### src/rtl/gap_fill_scheduler_pkg.sv
// Shared types and sizing for the gap-fill interpolation scheduler.
// Holds channel/sample widths, divider cycle count and the FSM state enum.
package gap_fill_scheduler_pkg;

  localparam int NCH        = 4;
  localparam int W          = 16;
  localparam int DEPTH      = 8;
  localparam int AW         = 3;
  localparam int DIV_CYCLES = W + 1;
  localparam int CHW        = $clog2(NCH);
  localparam int CNTW       = $clog2(DIV_CYCLES + 1);

  typedef enum logic [1:0] {
    IDLE,
    DIV,
    EMIT,
    FIN
  } state_t;

  typedef logic [CHW-1:0] ch_t;

endpackage

### src/rtl/gap_fill_scheduler_divider.sv
// Serial restoring divider with floor correction, fixed DIV_CYCLES latency.
// Ports: clk, reset, start (loads operands), dividend (signed W+1),
//   divisor (unsigned AW+1), q (floor quotient), r (0..divisor-1), ready.
module serial_floor_divider
  import gap_fill_scheduler_pkg::*;
(
  input  logic              clk,
  input  logic              reset,
  input  logic              start,
  input  logic signed [W:0] dividend,
  input  logic [AW:0]       divisor,
  output logic signed [W:0] q,
  output logic [AW:0]       r,
  output logic              ready
);

  logic [W:0]      quo;
  logic [AW:0]     rem;
  logic [AW:0]     dsr;
  logic            neg;
  logic [CNTW-1:0] cnt;
  logic [W:0]      mag;
  logic [AW+1:0]   trial;
  logic [AW+1:0]   diff;
  logic            fits;
  logic [W:0]      quo_p1;

  assign mag    = dividend[W] ? (W+1)'(-dividend)
                              : (W+1)'(dividend);
  assign trial  = {rem, quo[W]};
  assign diff   = trial - {1'b0, dsr};
  assign fits   = trial >= {1'b0, dsr};
  assign quo_p1 = quo + (W+1)'(1);

  always_ff @(posedge clk or posedge reset) begin
    if (reset) begin
      quo   <= '0;
      rem   <= '0;
      dsr   <= '0;
      neg   <= 1'b0;
      cnt   <= '0;
      ready <= 1'b0;
    end else if (start) begin
      quo   <= mag;
      rem   <= '0;
      dsr   <= divisor;
      neg   <= dividend[W];
      cnt   <= CNTW'(DIV_CYCLES);
      ready <= 1'b0;
    end else if (cnt != '0) begin
      quo   <= {quo[W-1:0], fits};
      rem   <= fits ? diff[AW:0] : trial[AW:0];
      cnt   <= cnt - CNTW'(1);
      ready <= (cnt == CNTW'(1));
    end
  end

  // Magnitude divide, then round toward minus infinity for
  // negative dividends so the remainder is always non-negative.
  always_comb begin
    q = $signed(quo);
    r = rem;
    if (neg && rem != '0) begin
      q = -$signed(quo_p1);
      r = dsr - rem;
    end else if (neg) begin
      q = -$signed(quo);
    end
  end

endmodule

### src/rtl/gap_fill_scheduler.sv
// Round-robin scheduler sharing one exact interpolation engine across channels.
// Ports: clk, reset, req/req_last/req_next/req_gap/req_base (per channel),
//   ack, wr_valid/wr_ch/wr_addr/wr_data (ring write), done, busy.
module gap_fill_scheduler
  import gap_fill_scheduler_pkg::*;
(
  input  logic              clk,
  input  logic              reset,
  input  logic [NCH-1:0]    req,
  input  logic [NCH*W-1:0]  req_last,
  input  logic [NCH*W-1:0]  req_next,
  input  logic [NCH*AW-1:0] req_gap,
  input  logic [NCH*AW-1:0] req_base,
  output logic [NCH-1:0]    ack,
  output logic              wr_valid,
  output logic [1:0]        wr_ch,
  output logic [AW-1:0]     wr_addr,
  output logic [W-1:0]      wr_data,
  output logic [NCH-1:0]    done,
  output logic              busy
);

  state_t state;
  ch_t    rr_ptr;
  ch_t    gnt;
  ch_t    cand;
  ch_t    ch_r;
  logic   gnt_ok;

  logic signed [W-1:0] last_in;
  logic signed [W-1:0] next_in;
  logic signed [W-1:0] last_r;
  logic [AW-1:0]       g_in;
  logic [AW-1:0]       base_in;
  logic [AW-1:0]       g_r;
  logic [AW-1:0]       base_r;
  logic [AW-1:0]       k_r;
  logic signed [W:0]   delta_in;
  logic [AW:0]         den_in;
  logic [AW:0]         den_r;

  logic              div_start;
  logic              div_ready;
  logic signed [W:0] div_q;
  logic [AW:0]       div_r;

  logic signed [W:0] acc_q;
  logic signed [W:0] nq;
  logic [AW:0]       acc_r;
  logic [AW:0]       nr_sum;
  logic [AW:0]       nr;
  logic              wrap;
  logic signed [W:0] last_x;
  logic signed [W:0] first_sum;
  logic signed [W:0] next_sum;

  // First requester at or after rr_ptr; descending scan so the
  // smallest offset is the one that sticks.
  always_comb begin
    gnt    = rr_ptr;
    gnt_ok = 1'b0;
    cand   = '0;
    for (int i = NCH - 1; i >= 0; i--) begin
      cand = rr_ptr + ch_t'(i);
      if (req[cand]) begin
        gnt    = cand;
        gnt_ok = 1'b1;
      end
    end
  end

  assign last_in  = req_last[gnt*W +: W];
  assign next_in  = req_next[gnt*W +: W];
  assign g_in     = req_gap[gnt*AW +: AW];
  assign base_in  = req_base[gnt*AW +: AW];
  assign delta_in = {next_in[W-1], next_in}
                  - {last_in[W-1], last_in};
  assign den_in   = {1'b0, g_in} + (AW+1)'(1);
  assign den_r    = {1'b0, g_r} + (AW+1)'(1);

  // Divider loads straight from the granted operands in the
  // grant cycle, so it finishes exactly as DIV ends.
  assign div_start = (state == IDLE) && gnt_ok
                   && (g_in != '0);

  serial_floor_divider u_div (
    .clk      (clk),
    .reset    (reset),
    .start    (div_start),
    .dividend (delta_in),
    .divisor  (den_in),
    .q        (div_q),
    .r        (div_r),
    .ready    (div_ready)
  );

  // Exact step: carry the fractional part as a remainder
  // against g+1 instead of multiplying per sample.
  assign nr_sum    = acc_r + div_r;
  assign wrap      = nr_sum >= den_r;
  assign nr        = wrap ? nr_sum - den_r : nr_sum;
  assign nq        = acc_q + div_q + {{W{1'b0}}, wrap};
  assign last_x    = {last_r[W-1], last_r};
  assign first_sum = last_x + div_q;
  assign next_sum  = last_x + nq;

  assign busy = (state != IDLE);

  always_ff @(posedge clk or posedge reset) begin
    if (reset) begin
      state    <= IDLE;
      rr_ptr   <= '0;
      ack      <= '0;
      done     <= '0;
      wr_valid <= 1'b0;
      wr_ch    <= '0;
      wr_addr  <= '0;
      wr_data  <= '0;
      ch_r     <= '0;
      last_r   <= '0;
      g_r      <= '0;
      base_r   <= '0;
      k_r      <= '0;
      acc_q    <= '0;
      acc_r    <= '0;
    end else begin
      ack      <= '0;
      done     <= '0;
      wr_valid <= 1'b0;
      unique case (state)
        IDLE: begin
          if (gnt_ok) begin
            ack[gnt] <= 1'b1;
            ch_r     <= gnt;
            last_r   <= last_in;
            g_r      <= g_in;
            base_r   <= base_in;
            rr_ptr   <= gnt + ch_t'(1);
            if (g_in == '0) begin
              done[gnt] <= 1'b1;
              state     <= FIN;
            end else begin
              state <= DIV;
            end
          end
        end
        DIV: begin
          if (div_ready) begin
            wr_valid <= 1'b1;
            wr_ch    <= ch_r;
            wr_addr  <= base_r;
            wr_data  <= first_sum[W-1:0];
            acc_q    <= div_q;
            acc_r    <= div_r;
            k_r      <= AW'(1);
            state    <= EMIT;
          end
        end
        EMIT: begin
          if (k_r == g_r) begin
            done[ch_r] <= 1'b1;
            state      <= FIN;
          end else begin
            wr_valid <= 1'b1;
            wr_addr  <= base_r + k_r;
            wr_data  <= next_sum[W-1:0];
            acc_q    <= nq;
            acc_r    <= nr;
            k_r      <= k_r + AW'(1);
          end
        end
        FIN: begin
          state <= IDLE;
        end
        default: state <= IDLE;
      endcase
    end
  end

endmodule

### config.mk
export PLATFORM = sky130hd
export DESIGN_NAME = gap_fill_scheduler
export DESIGN_NICKNAME = d
export VERILOG_FILES = /design/src/rtl/gap_fill_scheduler_pkg.sv /design/src/rtl/gap_fill_scheduler_divider.sv /design/src/rtl/gap_fill_scheduler.sv
export SDC_FILE = /design/constraint.sdc
export NUM_CORES = 1
export LEC_CHECK = 0
export BUFFER_PORTS_ARGS = -buffer_cell sky130_fd_sc_hd__buf_2
export CORE_MARGIN = 2
export CORE_UTILIZATION = 42
export DETAILED_ROUTE_END_ITERATION = 16
export GPL_ROUTABILITY_DRIVEN = 0
export PLACE_DENSITY = 0.65
export SYNTH_ARGS = -nofsm -noshare
export SYNTH_HDL_FRONTEND = slang
export SYNTH_SLANG_ARGS = --single-unit
### constraint.sdc
create_clock -name clk -period 9 [get_ports clk]
set_clock_uncertainty 0.1 [all_clocks]
set_input_delay 0 -clock clk [delete_from_list [all_inputs] [get_ports clk]]
set_output_delay 0 -clock clk [all_outputs]
set_load 0.02 [all_outputs]
; ---- Word-level counts from Yosys, hierarchy flattened
; Index checks and enable logic that the tools add are counted.
[word_totals]
memories = 0
mem_bits_rw = 0
regBits = 114
out_inout_bits = 31
mem_bits_ro = 0
input_bits = 158
elab_cells = 147
latch_bits = 0
[classes]
bitwise = 0
n_mux = 63
reduce_logical = 17
addsub = 22
n_div = 0
n_shift = 4
n_eq_ne = 9
multipliers = 1
order_cmp = 10
[op_table]
columns = op, count
row1 = 64-bit by 7-bit variable part select with 16-bit output, 2
row2 = 17-bit two-way mux, 7
row3 = 17-bit negation, 3
row4 = 4-bit two-way mux, 12
row5 = 17-bit case mux with 2 select lines, 1
row6 = 16-bit adder, 2
row7 = 16-bit two-way mux, 2
row8 = 16-bit case mux with 2 select lines, 1
row9 = 12-bit by 5-bit variable part select with 3-bit output, 2
row10 = 2-bit by 3-bit less-than comparator with 1-bit output (second input constant), 6
row11 = 17-bit by 1-bit adder with 17-bit output, 1
row12 = 17-bit by 1-bit adder with 17-bit output (second input constant), 1
row13 = 17-bit adder, 1
row14 = 16-bit by 16-bit subtractor with 17-bit output, 1
row15 = 2-bit two-way mux, 8
row16 = 4-bit case mux with 2 select lines, 2
row17 = 1-bit two-way mux, 14
row18 = 3-bit two-way mux, 4
row19 = 3-bit case mux with 2 select lines, 2
row20 = 4-bit subtractor, 3
row21 = 5-bit two-way mux, 2
row22 = 3-bit by 1-bit adder with 4-bit output (second input constant), 2
row23 = 1-bit binary-select mux with 2-bit select, 4
row24 = 2-bit case mux with 4 select lines, 1
row25 = 27 further kinds, 42

; ---- Depth between registers and ports, before layout
; Gate-level depths: netlist of the first run.
[logic_depth]
word_depth = 14
depth_mapped = 36

; ---- Cells and area by module
; From an unflattened synthesis of the first run, not the netlist that was laid out.
[hier_totals]
hier_cells = 1211
hier_area_um2 = 9748.1
[by_module_without_submodules]
columns = mod, seq_area_each_um2, cells_per_inst, n_inst, area_per_inst_um2
row1 = gap_fill_scheduler, 2026.9, 920, 1, 7158.1
row2 = serial_floor_divider, 800.8, 291, 1, 2590.0

; ---- Worst setup path before layout of the first run
; OpenSTA, ideal clock, no wires.
[synth_path]
path_type = flip-flop to flip-flop
startpoint = reg u_div.rem[0]
endpoint = reg wr_data[15]
setup_time_ns = 0.129
slack_ns = 1.778
path_stages_with_launch = 33
required_ns = 8.771
t_arrival_ns = 6.992
synth_period_minus_slack_ns = 7.222
cell_sequence = dfrtp_1 or4_1 clkbuf_1 nand2_1 nand2_1 o21ai_0 ha_1 fa_1 fa_1 a21o_1 a21o_1 a21oi_1 inv_1 fa_1 fa_1 a21o_1 a21oi_1 o21bai_1 a21oi_1 o21bai_1 nand4_1 nand2_1 or3_1 nand3_1 nand2_1 ha_1 or3_1 o21a_1 a21o_1 a21oi_1 xor2_1 xnor2_1 o21ai_1
[synth_between]
elab_chain_len = 9
elab_cells_between_ends = 14
classes_between = 6 x add/sub / 1 x order compare / 5 x mux / 2 x reduce/logical
[synth_lines]
columns = item, line
row1 = start: declaration, gap_fill_scheduler_divider.sv:18  ; logic [AW:0] rem;
row2 = start signal: assignment, gap_fill_scheduler_divider.sv:52  ; rem <= fits ? diff[AW:0] : trial[AW:0];
row3 = branches (longest 8 deep; another with 17-bit by 1-bit adder with 17-bit output), --
row4 = 16-bit case mux with 2 select lines *, gap_fill_scheduler.sv:130  ; unique case (state)
row5 = end signal: assignment, gap_fill_scheduler.sv:152  ; wr_data <= first_sum[W-1:0];
row6 = end signal: assignment, gap_fill_scheduler.sv:166  ; wr_data <= next_sum[W-1:0];
row7 = end: declaration, gap_fill_scheduler.sv:18  ; output logic [W-1:0] wr_data,
; Every way passes the cells marked *. The select of a mux whose other input is x is not followed.
; A chain may end at the register's enable or synchronous reset.

; ---- Worst setup path after layout of the first run
; Same ends and word-level chain as after synthesis.

==> impl_metrics.csv, run 1 <==
group,metric,value,unit
die,fp-row-count,54,
timing,slew_viol_final,0,
run_status,status,"completed",
finish,final_layout_size_suffix_gt1_share,20.7,%
routing,post_drt_wl_per_cell,16.7,microns
finish,fillCellCount,2057,
critical_path,max_stage_delay,680,ps
critical_path,crit_required,9170,ps
routing,ant_nets,0,
die,start_util,42.9,%
finish,areaGrowthSynthToFinish,23.2,%
timing,final.setup.tns,0,ps
clock_network,numCtsBuffers,17,
timing,whs,6.51,ps
yosys,syn-num-nets,1384,
global_routing,grt_pass1_vias,8533,
critical_path,crit_arrival,8120,ps
global_routing,grt_max_degree,70,
min_path,hp-class,"primary input to flop",
yosys,syn_area,9360,sq um
die,die_w,153,microns
clock_network,cts_sinks,113,
yosys,yosys.area.top_type,"dfrtp_1",
critical_path,critPathMaxFanout,8,
clock_network,ctsResizeCount,0,
critical_path,crit_path_end_kind,"flop",
timing,fin_crit_sh,88.3,%
global_routing,gr-total-overflow,0,
timing,fmax,0.126,GHz
finish,regArea,2830,sq um
global_routing,grt_pass1_wl,44.5,mm
yosys,synthArstFlopShare,100,%
yosys,ys_seq_area_share,30.2,%
routing,vias,8874,
timing,rsz0062_at_grt,"false",
placement,hpwl,21.5,mm
clock_network,post-cts-setup-buffers,0,
routing,via_per_inst,5.40,
global_routing,antenna_found_initial,1,
routing,initialDrtViolationCount,571,
critical_path,slowest_stage,"or4_1",
finish,multi_input_area,6110,sq um
die,core-area,21800,sq um
clock_network,tritoncts,"yes",
yosys,yosys-top-cells-area,"dfrtp_1 30%, ha_1 10%, nand2_1 10%",
critical_path,crit_type,"flop to flop",
yosys,synth_area_per_cell,8.20,sq um
clock_network,clk_pin_slew,60,ps
yosys,synth_top_area_share,30.2,%
die,die_area,23500,sq um
job,maxCapViolCount,0,
finish,final_common_cell,"nand2_1",
finish,nets,1590,
yosys,synth.ff_latch_count,113,
yosys,ys.flop_type,"dfrtp_1",
clock_network,cts.htree.levels,4,
timing,relSlewSlack,33.3,%
routing,drc,0,
yosys,synth_edf_count,0,
die,io_pins,189,
yosys,synth_cell_types,61,
timing,setup_viol,0,
yosys,netlist_instances,1141,
routing,wirelength,27.4,mm
critical_path,cp-start-kind,"flop",
clock_network,clock_latency,430,ps
routing,dr.pass1.iters,5,
timing,hold_violations,0,
placement,io_buffers,188,
clock_network,clk_path_buf_depth,2,
timing,min_period,7950,ps
timing,worstMarginPinSlew,999,ps
finish,layout_common_cells,"251 x nand2_1, 188 x buf_2, 113 x dfrtp_1",
global_routing,track_usage,23.7,%
clock_network,root_buffer,"clkbuf_16",
yosys,ys.warnings.count,0,
die,die_h,153,microns
## cells in the mapped netlist (all sizes together) (10+ instances only)
library cell    n
o21a           14
o31ai          11
a31oi          11
mux4           23
nand2         251
nor2           71
dfrtp         113
xnor2          51
o21ai          86
a211oi         10
a21o           16
mux2           11
or3            11
ha             76
nand3          14
a21oi          97
nor3           19
inv            61
clkbuf         47
xor2           25
## cell families (layout without fill, tap and decap cells)
logic type | Yosys count | after routing | share of synthesized area (%)
AOI/OAI and AO/OA | 295 | 295 | 19.0
muxes | 43 | 43 | 7.82
buffers and inverters | 114 | 333 | 4.60
DFF | 113 | 113 | 30.2
xor gates and xnor gates | 76 | 76 | 7.11
other | 0 | 2 | 0
and+or+nand+nor | 415 | 415 | 19.1
adders and majority gates | 85 | 85 | 12.1
## stage by stage
| stage | worst slack, ps | instances | instance area (sq um) | util (%) |
|---|---|---|---|---|
| 6_report | 1050 | 1642 | 11500 | 52.8 |
| 5_1_grt | 386 | 1641 | 11500 | 52.8 |
| 4_1_cts | 1090 | 1640 | 11500 | 52.8 |
| 3_5_place_dp | 1100 | 1567 | 10500 | 48.3 |
| 3_3_place_gp | 1250 | 1567 | 10500 | 48.3 |
| 2_1_floorplan | 1780 | 1141 | 9360 | - |
## layer usage
layer / GRT usage, % / vias to the layer above / wire length (microns)
met2: 38.2 / 301 / 12700
met4: 9.13 / 0 / 744
met3: 4.76 / 41 / 1740
met1: 31.6 / 4127 / 12200
li1: - / 4405 / -
met5: 0 / - / 0
## worst paths after layout
kind,startpoint,end,slack (ps),cells after the start
setup / recovery,u_div.rem[0],wr_data[15],1050,31
hold / removal,req_last[43],last_r[11],7,5
setup reg to reg,u_div.rem[0],wr_data[15],1050,31
hold reg to reg,wr_addr[1],wr_addr[1],370,2
max in group asynchronous,reset,u_div.rem[3],7380,4
min in group asynchronous,reset,wr_data[1],80,3
## what timing repair did
action | in CTS | in global routing
hold buffers | 41 | 0
endpoints found under the hold margin | 63 | 0
setup endpoints to repair | 0 | 0
## sequential cells by signal (all words and copies together), names as in the netlist, 2 cells and up
signal / flops
last_r: 16
acc_q: 16
u_div.rem: 4
wr_data: 16
state: 2
k_r: 3
base_r: 3
ack: 4
u_div.cnt: 5
g_r: 3
u_div.quo: 17
wr_ch: 2
wr_addr: 3
ch_r: 2
rr_ptr: 2
u_div.dsr: 4
done: 4
acc_r: 4
## worst max-delay path, delay by kind of cell (launching register included)
kind	cells	cell delay, ps
XOR/XNOR	2	320
flip-flops	1	460
AND/OR/NAND/NOR	9	2040
adder cells (fa/ha/maj)	6	2310
buffers and inverters	1	130
AO/OA/AOI/OAI	13	2440
## area by class of cell
| class | count | share of cell area, % |
|---|---|---|
| antenna | 2 | 0.0434 |
| clock buffer | 19 | 3.93 |
| clock inverter | 13 | 1.09 |
| inverter | 62 | 2.04 |
| multi-input combinational | 914 | 53.0 |
| sequential | 113 | 24.5 |
| tap | 280 | 3.04 |
| timing repair buffer | 239 | 12.4 |
Power of run 1 is not shown: default switching activity piles up to over one toggle a cycle in this logic, so the estimate is an artifact.
==> run 2, diff against run 1 <==
--- a/config.mk
+++ b/config.mk
@@ -11,6 +11,7 @@
 export DETAILED_ROUTE_END_ITERATION = 16
 export GPL_ROUTABILITY_DRIVEN = 0
 export PLACE_DENSITY = 0.65
+export RECOVER_POWER = 50
 export SYNTH_ARGS = -nofsm -noshare
 export SYNTH_HDL_FRONTEND = slang
 export SYNTH_SLANG_ARGS = --single-unit
==> run 2 against run 1 <==
Against the previous run:
- the flow now finishes with violations (capacitance limit, slew limit)
- routed wire length about the same
- flip-flop and latch count did not move
- die area did not move
==> impl_metrics.csv, run 2 (synthesized netlist as in run 1, its figures left out) <==
group,metric,value,unit
run_status,status,"finished with violations",
run_status,violations,"capacitance limit, slew limit",
critical_path,slowest_stage,"or4_1",
clock_network,tritoncts,"yes",
global_routing,antenna_found_initial,1,
die,die_area,23500,sq um
critical_path,crit_required,9170,ps
timing,hold_violations,0,
clock_network,clk_pin_slew,60,ps
critical_path,crit_family,"compound AO/OA/AOI/OAI gates",
routing,drc,0,
critical_path,max_stage_delay,680,ps
finish,final-instance-count-excl-fill,1643,
placement,hpwl,21.5,mm
clock_network,clock_latency,430,ps
placement,io_buffers,188,
critical_path,crit_type,"flop to flop",
min_path,hp-class,"primary input to flop",
global_routing,grt_pass1_vias,8533,
clock_network,cts_sinks,113,
die,io_pins,189,
finish,final_layout_size_suffix_gt1_share,18.2,%
die,die_w,153,microns
routing,post_drt_wl_per_cell,16.7,microns
global_routing,grt_max_degree,70,
timing,slew_viol_final,160,
finish,areaGrowthSynthToFinish,22.7,%
clock_network,clk_path_buf_depth,2,
finish,regMostFlops,"u_div.quo",
finish,largest_reg_flops,17,
die,start_util,42.9,%
routing,initialDrtViolationCount,561,
clock_network,ctsResizeCount,0,
routing,dr.pass1.iters,5,
routing,ant_nets,0,
die,die_h,153,microns
critical_path,path_buf_inv,1,
placement,dp_cells,1567,
die,core-area,21800,sq um
finish,final_common_cell,"nand2_1",
timing,final.setup.tns,0,ps
timing,min_period,7990,ps
routing,vias,8889,
timing,rsz0062_at_grt,"false",
finish,layout_common_cells,"251 x nand2_1, 157 x buf_2, 113 x dfrtp_1",
timing,worstMarginPinSlew,3760,ps
clock_network,root_buffer,"clkbuf_16",
critical_path,crit_arrival,8160,ps
critical_path,critPathMaxFanout,8,
global_routing,track_usage,23.7,%
clock_network,numCtsBuffers,17,
timing,relSlewSlack,-151,%
routing,wirelength,27.4,mm
die,fp-row-count,54,
finish,nets,1590,
timing,fmax,0.125,GHz
timing,fin_crit_sh,88.7,%
finish,fillCellCount,2082,
global_routing,grt_pass1_wl,44.5,mm
global_routing,gr-total-overflow,0,
routing,via_per_inst,5.41,
critical_path,cp-start-kind,"flop",
critical_path,crit_path_end_kind,"flop",
job,maxCapViolCount,3,
timing,setup_viol,0,
clock_network,cts.htree.levels,4,
[run 2: changes by cell type in the layout (fill, tap and decap cells not counted)]
cell,before,now
buf_2,188,157
buf_4,10,7
clkbuf_1,0,34
clkinvlp_2,0,1
diode_2,2,3
inv_4,1,0
[run 2: layer usage]
layer  wire [microns]  GRT usage, %  vias to the layer above
met4              722          9.13                        0
met3             1630          4.76                       38
met5                0             0                        -
li1                 -             -                     4407
met1            12300          31.6                     4147
met2            12800          38.2                      297
[run 2: cell type report]
class                      count  area (sq um)  area share (%)
antenna                        3          7.51          0.0654
clock buffer                  19           453            3.95
clock inverter                13           125            1.09
inverter                      62           234            2.04
multi-input combinational    914          6110            53.2
sequential                   113          2830            24.6
tap                          280           350            3.05
timing repair buffer         239          1380            12.0
[run 2: final timing paths]
path,from,endpoint,slack [ps],cells past startpoint
worst max-delay path,u_div.rem[0],wr_data[15],1010,31
worst min-delay path,req_last[43],last_r[11],0.5,5
worst max register to register,u_div.rem[0],wr_data[15],1010,31
worst min register to register,wr_data[5],wr_data[5],370,2
max in group asynchronous,reset,u_div.rem[3],4000,4
min in group asynchronous,reset,wr_data[1],530,3
[run 2: worst min-delay path, cell delays in order]
cell and delay [ps]:
buf_2 70, nand2_1 40, nand2_1 60, a21oi_1 160, o21ai_0 150
[run 2: timing repair]
action                                  in CTS  in global routing
setup buffers                                0                  0
endpoints found under the setup margin       0                  0
hold buffers                                41                  0
hold endpoints to repair                    63                  0
[run 2: per-stage QoR]
stage                     worst slack [ps]  util, %  area [sq um]  hold slack (ps)
final                                 1010     52.6         11500            0.507
after global routing                   366     52.6         11500             35.5
after CTS                             1090     52.8         11500             1.26
after detailed placement              1100     48.3         10500             6.42
after global placement                1250     48.3         10500             3.83
after floorplan                       1780        -          9360              198
Power of run 2 is left out for the same reason.
==> run 3, diff against run 2 <==
==> constraint.sdc (replaced) <==
create_clock -name clk -period 9.5 [get_ports clk]
set_clock_uncertainty 0.1 [all_clocks]
set_input_delay 0 -clock clk [delete_from_list [all_inputs] [get_ports clk]]
set_output_delay 0 -clock clk [all_outputs]
set_load 0.02 [all_outputs]
==> run 3 against run 2 <==
Against the previous run:
- the run ends with hold timing, capacitance limit, slew limit left
- final cell count is 0.24% lower
- worst hold slack got worse by 3.9 ps
- worst setup slack better by 540 ps
- non-clock buffer count shrank 5
- die area unchanged
- first-iteration DRC count up 36%
==> impl_metrics.csv, run 3 (synthesized netlist as in run 1, its figures left out) <==
group,metric,value,unit
run_status,status,"finished with violations",
run_status,violations,"hold timing, capacitance limit, slew limit",
finish,regMostFlops,"u_div.quo",
finish,final_common_cell,"nand2_1",
clock_network,clock_latency,430,ps
min_path,hp-class,"primary input to flop",
finish,layout_common_cells,"251 x nand2_1, 157 x buf_2, 113 x dfrtp_1",
routing,initialDrtViolationCount,761,
timing,final.setup.tns,0,ps
clock_network,cts_sinks,113,
global_routing,grt_max_degree,70,
critical_path,crit_arrival,8120,ps
job,maxCapViolCount,3,
timing,fmax,0.126,GHz
timing,slew_viol_final,160,
routing,vias,8980,
die,core-area,21800,sq um
critical_path,r2r_cells,31,
critical_path,slowest_stage,"or4_1",
timing,relSlewSlack,-153,%
timing,min_period,7950,ps
global_routing,grt_pass1_vias,8719,
finish,areaGrowthSynthToFinish,22.5,%
clock_network,clk_path_buf_depth,2,
clock_network,ctsResizeCount,0,
timing,setup_viol,0,
finish,fillCellCount,2082,
die,fp-row-count,54,
timing,worst_slack,1550,ps
critical_path,crit_path_end_kind,"flop",
critical_path,crit_type,"flop to flop",
routing,ant_nets,0,
global_routing,grt_pass1_wl,45.5,mm
routing,post_drt_wl_per_cell,16.9,microns
critical_path,max_stage_delay,680,ps
die,start_util,42.9,%
clock_network,cts.htree.levels,4,
global_routing,antenna_found_initial,4,
finish,final_layout_size_suffix_gt1_share,18.1,%
clock_network,clk_pin_slew,60,ps
clock_network,root_buffer,"clkbuf_16",
placement,hpwl,21.7,mm
routing,wirelength,27.8,mm
placement,io_buffers,188,
routing,via_per_inst,5.48,
timing,fin_crit_sh,83.7,%
critical_path,critPathMaxFanout,8,
timing,whs,-3.35,ps
die,io_pins,189,
finish,largest_reg_flops,17,
critical_path,cp-start-kind,"flop",
global_routing,track_usage,24.1,%
routing,dr.pass1.iters,8,
die,die_w,153,microns
clock_network,tritoncts,"yes",
placement,pre_cts_ws,1590,ps
clock_network,numCtsBuffers,17,
critical_path,crit_required,9670,ps
min_path,hold_depth,5,
timing,worstMarginPinSlew,3790,ps
timing,hold_violations,1,
die,die_h,153,microns
timing,rsz0062_at_grt,"false",
routing,drc,0,
clock_network,post-cts-setup-buffers,0,
global_routing,gr-total-overflow,0,
die,die_area,23500,sq um
finish,nets,1585,
## run 3: worst max-delay path: cells and delay by family (launching register included)
kind                       cells  cell delay, ps
DFF                            1             460
xor gates and xnor gates       2             340
and+or+nand+nor                9            2060
adders and majority gates      6            2310
AOI/OAI and AO/OA             13            2420
buffers and inverters          1             120
## run 3: timing repair
action                                  CTS  global route
hold endpoints to repair                 61             0
hold buffers                             37             0
endpoints found under the setup margin    0             0
## run 3: layout make-up
class / count / area (sq um) / share of cell area (%)
clock buffers: 18 / 429 / 3.74
diodes: 4 / 10.0 / 0.0873
clock inverters: 14 / 180 / 1.57
flip-flops and latches: 113 / 2830 / 24.7
multi-input cells: 914 / 6110 / 53.3
well taps: 280 / 350 / 3.06
repair buffers: 234 / 1330 / 11.6
inverters: 62 / 234 / 2.04
## run 3: final timing paths
check / startpoint / to / slack (ps)
max: u_div.rem[0] / wr_data[15] / 1550
min: req_last[30] / last_r[14] / -3
max reg2reg: u_div.rem[0] / wr_data[15] / 1550
min reg2reg: wr_data[5] / wr_data[5] / 370
max in group asynchronous: reset / acc_q[10] / 4500
min in group asynchronous: reset / wr_data[1] / 520
## run 3: stage by stage
| stage | instances | cell area [sq um] | hold slack [ps] | util, % |
|---|---|---|---|---|
| floorplan | 1141 | 9360 | 198 | - |
| global placement | 1566 | 10500 | 4.04 | 48.2 |
| detailed placement | 1566 | 10500 | 2.89 | 48.2 |
| CTS | 1635 | 11500 | 1.29 | 52.7 |
| global route | 1639 | 11500 | 22.0 | 52.5 |
| finish | 1639 | 11500 | -3.35 | 52.5 |
## run 3: per-layer routing
layer  global-route usage, %  share of wire [%]  up-vias
met5                       0                  0        -
met4                    9.52                3.0        0
met3                    4.39                5.4       37
met2                    38.2                 47      322
met1                    32.7                 44     4219
li1                        -                  -     4402
Power of run 3 is left out for the same reason.
